==> src/rtl/win_acc_pkg.sv <==
// Shared types and width helpers for the window accumulator.
package win_acc_pkg;

    typedef enum logic [0:0] {
        ACCUM = 1'b0,
        HOLD  = 1'b1
    } state_e;

    localparam int unsigned DEF_IN_W   = 20;
    localparam int unsigned DEF_WINDOW = 4;

    function automatic int unsigned out_w_f(input int unsigned in_w, input int unsigned window);
        return in_w + int'($clog2(window));
    endfunction

    function automatic int unsigned cnt_w_f(input int unsigned window);
        return int'($clog2(window)) + 1;
    endfunction

endpackage

==> src/rtl/window_accumulator.sv <==
// Sums WINDOW consecutive samples and emits one widened sum per window (or a
// partial sum on flush) over a valid/ready handshake.
module window_accumulator
    import win_acc_pkg::*;
#(
    parameter int unsigned IN_W   = DEF_IN_W,
    parameter int unsigned WINDOW = DEF_WINDOW
) (
    input  logic                                 clk,
    input  logic                                 reset,
    input  logic [IN_W-1:0]                      in_data,
    input  logic                                 in_valid,
    output logic                                 in_ready,
    input  logic                                 flush,
    output logic [out_w_f(IN_W, WINDOW)-1:0]     out_data,
    output logic [cnt_w_f(WINDOW)-1:0]           out_cnt,
    output logic                                 out_valid,
    input  logic                                 out_ready
);

    localparam int unsigned OUT_W = out_w_f(IN_W, WINDOW);
    localparam int unsigned CNT_W = cnt_w_f(WINDOW);

    state_e             state, state_n;
    logic [OUT_W-1:0]   acc, acc_n;
    logic [CNT_W-1:0]   cnt, cnt_n;
    logic [OUT_W-1:0]   out_data_n;
    logic [CNT_W-1:0]   out_cnt_n;
    logic               out_valid_n;
    logic               rdy_en;
    logic               accept_c;
    logic [OUT_W-1:0]   sum_c;

    // Ready depends on out_ready so a draining HOLD can take the next sample.
    assign in_ready = rdy_en && ((state == ACCUM) || out_ready);
    assign accept_c = in_valid && in_ready;
    assign sum_c    = acc + OUT_W'(in_data);

    always_ff @(posedge clk or posedge reset) begin
        if (reset) begin
            state     <= ACCUM;
            acc       <= '0;
            cnt       <= '0;
            out_data  <= '0;
            out_cnt   <= '0;
            out_valid <= 1'b0;
            rdy_en    <= 1'b0;
        end else begin
            state     <= state_n;
            acc       <= acc_n;
            cnt       <= cnt_n;
            out_data  <= out_data_n;
            out_cnt   <= out_cnt_n;
            out_valid <= out_valid_n;
            rdy_en    <= 1'b1;
        end
    end

    always_comb begin
        state_n     = state;
        acc_n       = acc;
        cnt_n       = cnt;
        out_data_n  = out_data;
        out_cnt_n   = out_cnt;
        out_valid_n = out_valid;
        case (state)
            ACCUM: begin
                if (accept_c && (cnt == CNT_W'(WINDOW - 1))) begin
                    out_data_n  = sum_c;
                    out_cnt_n   = CNT_W'(WINDOW);
                    out_valid_n = 1'b1;
                    acc_n       = '0;
                    cnt_n       = '0;
                    state_n     = HOLD;
                end else if (flush && (accept_c || (cnt != '0))) begin
                    out_data_n  = accept_c ? sum_c : acc;
                    out_cnt_n   = accept_c ? cnt + CNT_W'(1) : cnt;
                    out_valid_n = 1'b1;
                    acc_n       = '0;
                    cnt_n       = '0;
                    state_n     = HOLD;
                end else if (accept_c) begin
                    acc_n = sum_c;
                    cnt_n = cnt + CNT_W'(1);
                end
            end
            HOLD: begin
                // Accumulator is already cleared, so a sample taken on the
                // handshake cycle starts the next window.
                if (out_ready) begin
                    out_valid_n = 1'b0;
                    state_n     = ACCUM;
                    if (accept_c) begin
                        acc_n = OUT_W'(in_data);
                        cnt_n = CNT_W'(1);
                    end
                end
            end
            default: state_n = ACCUM;
        endcase
    end

endmodule

==> config.mk <==
export PLATFORM = sky130hd
export DESIGN_NAME = window_accumulator
export DESIGN_NICKNAME = d
export VERILOG_FILES = /design/src/rtl/win_acc_pkg.sv /design/src/rtl/window_accumulator.sv
export SDC_FILE = /design/constraint.sdc
export NUM_CORES = 1
export LEC_CHECK = 0
export CORE_UTILIZATION = 36
export DETAILED_ROUTE_END_ITERATION = 10
export PLACE_DENSITY = 0.68
export SYNTH_ARGS = -nofsm -noshare
export SYNTH_HDL_FRONTEND = slang
export SYNTH_SLANG_ARGS = --single-unit
==> constraint.sdc <==
create_clock -name clk -period 6.03 [get_ports clk]
set_clock_uncertainty 0.15 [all_clocks]
set_input_delay 0.9045 -clock clk [delete_from_list [all_inputs] [get_ports clk]]
set_output_delay 0.9045 -clock clk [all_outputs]
set_load 0.01 [all_outputs]
# Word-level counts from Yosys, hierarchy flattened
# Cells that the tools add are included.
# op_classes
addsub,2
eq_ne,4
n_mux,24
n_bitwise,1
n_reduce_logical,11
# op_table
operator,count
$mux W22,7
$pmux W22 S2,1
$add A22 B20 Y22,1
$mux W3,7
$mux W1,6
$pmux W3 S2,1
$reduce_and A2 Y1,3
$logic_and A1 B1 Y1,4
$pmux W1 S2,2
$add A3 B1 Y3 const B,1
$eq A3 B2 Y1 const B,1
$ne A3 B1 Y1 const B,1
$reduce_bool A3 Y1,1
$logic_or A1 B1 Y1,2
$ne A2 B1 Y1 const B,1
$ne A2 B2 Y1 const B,1
$reduce_bool A2 Y1,1
$not A1 Y1,1
# word_totals
reg_bits,53
in_bits,25
word_cells,49

# Depth between registers and ports, before layout
# Gate-level depths: netlist of the first run.
# logic_depth
depth_word,9
depth_mapped,11

# Worst setup path before layout of the first run
# Ideal clock, no wire load.
# synth_timing
path_kind,input-to-reg
startpoint,input port in_data[0]
endpoint,register acc[18]
setup_time_ps,104
arrival_time_ps,2841
path_slack_ps,2935
cell_stages,11
path_buffers,0
path_cell_list,ha_1 > inv_1 > fa_1 > nor2b_1 > o21a_1 > a311o_2 > a21oi_4 > o41ai_2 > a21oi_2 > xor2_1 > a221oi_1
# synth_between
elab_chain_len,5
# synth_rtl
element,line,rtl
"start, declared",window_accumulator.sv:11,"input logic [IN_W-1:0] in_data,"
$add A22 B20 Y22,window_accumulator.sv:37,assign sum_c = acc + OUT_W'(in_data);
$mux W22,window_accumulator.sv:82,end else if (accept_c) begin
$mux W22,window_accumulator.sv:75,end else if (flush && (accept_c || (cnt != '0))) begin
$mux W22,window_accumulator.sv:68,if (accept_c && (cnt == CNT_W'(WINDOW - 1))) begin
$pmux W22 S2,window_accumulator.sv:66,case (state)
"end signal, assigned",window_accumulator.sv:50,acc <= acc_n;
"end, declared",window_accumulator.sv:25,"logic [OUT_W-1:0] acc, acc_n;"
# No other way between the ends.
# A chain may end at the register's enable or synchronous reset.

# Worst setup path after layout of the first run
# layout_timing
startpoint,input port out_ready
endpoint,register out_data[15]
# layout_between
elab_chain_len,7
# layout_rtl
element,line,rtl
"start, declared",window_accumulator.sv:18,input logic out_ready
$logic_or A1 B1 Y1 (*),window_accumulator.sv:35,assign in_ready = rdy_en && ((state == ACCUM) || out_ready);
$logic_and A1 B1 Y1 (*),window_accumulator.sv:35,
$logic_and A1 B1 Y1 (*),window_accumulator.sv:36,assign accept_c = in_valid && in_ready;
$logic_or A1 B1 Y1,window_accumulator.sv:75,
$logic_and A1 B1 Y1,window_accumulator.sv:75,
$reduce_bool A2 Y1 (no source line),n/a,
$reduce_and A2 Y1 (no source line),n/a,
"end signal, assigned",window_accumulator.sv:52,out_data <= out_data_n;
"end, declared",window_accumulator.sv:15,"output logic [out_w_f(IN_W, WINDOW)-1:0] out_data,"
# Every way passes the cells marked *; elsewhere a longest branch is shown, timed or not. The select of a mux whose other input is x is not followed.

==> metrics.txt, run 1 <==
most frequent cells in the layout=54 x nand2_1, 53 x dfrtp_1, 51 x clkdlybuf4s50_1; max-cap violation count=0; Chip Width=101.3 µm; Reg power frac=28.1%; Max H-tree Level=2; placed cells=574; Clk pwr share=10.0%; Worst Max-Slew Pin Slew=1.179 ns; Post-synth EDFFs=0; final hold viol count=0; fin crit period=3.831 ns; Clock Latency Late Sink=0.32 ns; Leakage Power=1.829 nW; Starting Density=37.71%; crit path launch type=input port; CTS Root Buffer Type=clkbuf_8; FMAX=261.1 MHz; Seq. cell area=1326 µm²; Post-Syn Area=3551 µm²; vias per cell=5.481; Min Hold Slack=0.3301 ns; Int Power=1.183 mW; Yosys top cell by area=dfrtp_1; Worst setup EP type=flop; Placement Rows=35; syn_area_per_cell=8.598 µm²; initial antenna violation count=0; total congestion overflow=0; TritonCTS clock tree=built; PortBufs=51; Total Routing Usage GR=18.50%; switching share of power=45.71%; WL final=9013 µm; Tcrit/Tclk final=63.53%; drt pass-1 iters=4; Core Region=9415 µm²; Cell variety after synth=57; Wirelength per Cell=15.49 µm; fillcell total=942; synth warn=0; most common cell after layout, fill and taps aside=nand2_1; nets=501; crit path kind=in -> reg; CTS buffer count=5; Seq cells post-synth=53; post-CTS resize count=0; die height=101.3 µm; VDD IR-drop max=0.2277 mV; clock sinks=53; HPWL after DPL=6416 µm; Hold Crit Class=reg -> reg; CTS max path bufs=2; RePlAce Congestion=0.8655; diode count=0; sequential share of the synthesized area=37.35%; hold buffer count at CTS=0; top-area cell type share of the netlist area=37.35%; Switching Power=996.2 µW; Post-route DRC=0; clk slew on worst S/H paths=0.12 ns; vias in the first global route=3,171; Total Power=2.179 mW; RSZ-0062 raised after global routing=false; worst endpoint required time=6.11 ns; Rel. slew slack=21.28%; share of layout cells above drive strength 1=6.181%; ratio of total power to cell area=510.8 nW/µm²; critical path arrival=3.91 ns; Post-DRT Antenna Nets=0; first-pass GRT wire length=15,110 µm; Fin Setup TNS=0 ns; # IOs=52; area grow syn2layout=20.15%; largest net degree at the start of global routing=54; Finished Layout Cells=582; Post-Syn Nets=462; Post-synth top flop=dfrtp_1; buffer count from post-CTS setup fixing=0; multi-input logic area=2092 µm²; Post-Syn Instances=413; Finish-stage setup viols=0; initial drt markers=165; die area=10,260 µm²; via count=3,190; Final Util=45.32%; Comb power frac=61.8%; CP max FO=48; Slew Limit Fails=0; synth top area cells=dfrtp_1 37%, ha_1 8.1%, nand2_1 5.7%, o21ai_0 5.5%, a21oi_1 4.5%; async set or reset register ratio after synthesis=100.0%; status=finished, final reports clean
## stage by stage
step	setup slack, ns	cell area (µm²)
floorplan	2.935	3551
global placement	1.989	4173
detailed placement	1.924	4173
CTS	2.255	4267
global route	1.896	4267
finish	2.199	4267
## final cells by class
class                   count  area share (%)
inverters                  10          0.8798
clock buffers               5           1.613
well taps                 129           3.783
flip-flops and latches     53           31.09
repair buffers             57           13.02
multi-input cells         325           49.03
clock inverters             3          0.5865
## flip-flops by register name (all words and copies together), names as in the netlist
| signal | cells |
|---|---|
| rdy_en | 1 |
| cnt | 3 |
| out_valid | 1 |
| out_cnt | 3 |
| state | 1 |
| acc | 22 |
| out_data | 22 |
## path summary, 6_finish.rpt
| kind | cells past startpoint | end | slack [ns] | startpoint |
|---|---|---|---|---|
| min reg2reg | 2 | out_data[1] | 0.33 | out_data[1] |
| min in group asynchronous | 3 | out_cnt[1] | 0.94 | reset |
| min | 2 | out_data[1] | 0.33 | out_data[1] |
| max reg2reg | 10 | out_data[15] | 2.62 | state |
| max | 10 | out_data[15] | 2.20 | out_ready |
| max in group asynchronous | 3 | out_data[3] | 4.32 | reset |
## cell usage after synthesis (3+ instances only)
cell type / number
o22ai_1: 6
a31oi_1: 10
and3_1: 8
nor2_1: 25
o21ai_1: 5
nand2_1: 54
nor2b_1: 4
ha_1: 23
a22oi_1: 6
clkbuf_1: 20
o21bai_1: 5
dfrtp_1: 53
a211oi_1: 3
xnor2_1: 11
a21oi_1: 32
nand4_1: 3
mux2i_1: 5
nand3_1: 13
xor2_1: 6
nand2b_1: 3
a21o_1: 7
buf_2: 3
inv_1: 10
o21ai_0: 39
o21a_1: 9
o31ai_1: 3
nor3_1: 6
a32oi_1: 5
## kinds of logic after synthesis
logic type      count (synthesis)  synth area share [%]
compound gates                151                 27.77
xor+xnor                       18                 4.651
fa+ha+maj                      24                 8.668
buf+inv                        35                 3.806
flops                          53                 37.35
mux                             5                 1.409
other cells                     1                0.1056
simple gates                  126                 16.24
## worst max-delay path, stage by stage
cell             delay, ns
clkdlybuf4s50_1       0.47
nand2b_1              0.18
nand3_1               0.09
buf_4                 0.27
a31oi_1               0.32
nor2_1                0.07
buf_4                 0.20
nor2_2                0.90
nand2_1               0.26
o221ai_1              0.24
## power groups by stage
stage | Sequential (mW) | Clock (mW) | Combinational (mW)
floorplan | 0.639 | 0 | 0.908
global placement | 0.616 | 0 | 1.31
detailed placement | 0.620 | 0 | 1.34
CTS | 0.614 | 0.224 | 1.35
global route | 0.636 | 0.236 | 1.50
finish | 0.613 | 0.219 | 1.35
## metal layers
| metal | global-route usage [%] | share of wire [%] |
|---|---|---|
| met1 | 23.91 | 47 |
| met5 | 0 | 0 |
| met3 | 2.899 | 5.1 |
| met4 | 5.128 | 1.8 |
| met2 | 32.03 | 46 |
No activity file was read; power rests on OpenSTA's default activity.
==> inputs of run 2 (changes only) <==
- PLACE_DENSITY: 0.68 -> 0.7
- clock period: 6.03 -> 3.41 ns (I/O delays scaled with it)
==> metrics.txt, run 2 (synthesized netlist as in run 1, its figures left out) <==
Reg-to-Reg End=acc[16]; status=finished, final reports clean; CP cell instances=clkdlybuf4s50_1, ha_1, inv_1, fa_1, nor2b_1, o21a_1, a311o_2, a21oi_4, o41ai_2, a21oi_2, xor2_1, a221oi_1; top routing layer used=met4; nets=510; Starting Density=37.71%; PortBufs=51; vias in the first global route=3,204; Wirelength per Cell=15.48 µm; clock sinks=53; Worst setup EP type=flop; max-cap violation count=0; Met1 Wirelength=4258 µm; CTS buffer count=5; initial drt markers=179; Largest delay share family, worst path=compound AO/OA/AOI/OAI gates; WL final=9148 µm; die height=101.3 µm; worst r2r src=acc[0]; largest net degree at the start of global routing=48; crit path kind=in -> reg; Worst Reg2Reg Path Length in Cells=12; fin crit period=3.103 ns; Hold Crit Depth=2; delay of the slowest critical-path stage=0.49 ns; most common cell after layout, fill and taps aside=nand2_1; Buf+Inv Stages, Crit Path=2; Worst Max-Slew Pin Slew=1.015 ns; Leakage Power=1.884 nW; worst setup margin=0.3071 ns; HPWL after DPL=6621 µm; Total Routing Usage GR=18.94%; via count=3,270; most frequent cells in the layout=54 x nand2_1, 53 x dfrtp_1, 51 x clkdlybuf4s50_1; # IOs=52; Finish-stage setup viols=0; met2 wire length=4331 µm; Rel. slew slack=32.32%; CTS Root Buffer Type=clkbuf_8; worst reg2reg setup slack=0.61 ns; Min Hold Slack=0.3377 ns; critical path arrival=3.17 ns; first-pass GRT wire length=15,320 µm; WL met3=490 µm; total congestion overflow=0; CP max FO=3; crit path launch type=input port; worst endpoint required time=3.47 ns; Tcrit/Tclk final=90.99%; area grow syn2layout=22.55%; Slowest-stage cell, CP=clkdlybuf4s50_1; Seq. cell area=1326 µm²; CTS max path bufs=2; DP Worst Slack=-0.01284 ns; Core Region=9415 µm²; Chip Width=101.3 µm; die area=10,260 µm²; Placement Rows=35; Clock Latency Late Sink=0.31 ns; RePlAce Congestion=0.8909; diode count=0; biggest regs=acc (22), out_data (22); area post-placement=4240 µm²; VDD IR-drop max=0.3157 mV; Post-DRT Antenna Nets=0; Max H-tree Level=2; vias per cell=5.533; fin area=4352 µm²; fillcell total=941; clk slew on worst S/H paths=0.10 ns; Hold Crit Class=reg -> reg; Post-route DRC=0; TritonCTS clock tree=built; Final Util=46.22%; ratio of total power to cell area=915.4 nW/µm²; min-delay src=out_valid; FMAX=322.3 MHz; hold buffer count at CTS=0; buffer count from post-CTS setup fixing=0; Hold Crit Endpoint=out_valid; Slew Limit Fails=0; RSZ-0062 raised after global routing=false; share of layout cells above drive strength 1=7.792%; drt pass-1 iters=4; post-CTS resize count=0; Fin Setup TNS=0 ns; initial antenna violation count=0; final hold viol count=0; multi-input logic area=2092 µm²
## run 2: worst max-delay path by stage
stage / start / to / slack (ns) / cells past startpoint
after floorplan: in_data[0] / acc[18] / 0.71 / 11
after global placement: in_data[0] / acc[18] / 0.06 / 12
after detailed placement: in_data[0] / acc[18] / -0.01 / 12
after CTS: in_data[0] / acc[18] / 0.29 / 12
after global routing: in_data[0] / acc[18] / 0.17 / 12
final: in_data[0] / acc[18] / 0.31 / 12
## run 2: layout make-up
type	count	share of cell area [%]
Clock buffer	6	1.668
Timing Repair Buffer	66	14.32
Multi-Input combinational cell	325	48.07
Clock inverter	2	0.8913
Sequential cell	53	30.48
Tap cell	129	3.709
Inverter	10	0.8626
## run 2: worst register-to-register path: cells and delay by family, from the launching register on
| kind | cells | cell delay (ns) |
|---|---|---|
| buf+inv | 2 | 0.23 |
| simple gates | 2 | 0.10 |
| flops | 1 | 0.39 |
| compound gates | 5 | 1.28 |
| fa+ha+maj | 2 | 0.43 |
| xor+xnor | 1 | 0.14 |
## run 2: metrics by stage
stage | power (mW) | instances
final | 3.983 | 591
after global routing | 4.327 | 591
after CTS | 4.001 | 591
after floorplan | 2.736 | 413
after global placement | 3.482 | 583
after detailed placement | 3.546 | 583
## run 2: power breakdown
group / total, mW / internal (mW) / switching [mW] / leakage [nW]
Clock: 0.436 / 0.221 / 0.215 / 0.0554
Sequential: 1.09 / 0.905 / 0.184 / 0.673
Combinational: 2.46 / 1.10 / 1.36 / 1.16
## run 2: metal layers
metal | global-route usage, % | vias to the layer above
li1 | - | 1610
met1 | 25.53 | 1541
met2 | 31.97 | 112
met3 | 2.553 | 7
met4 | 5.017 | 0
met5 | 0 | -
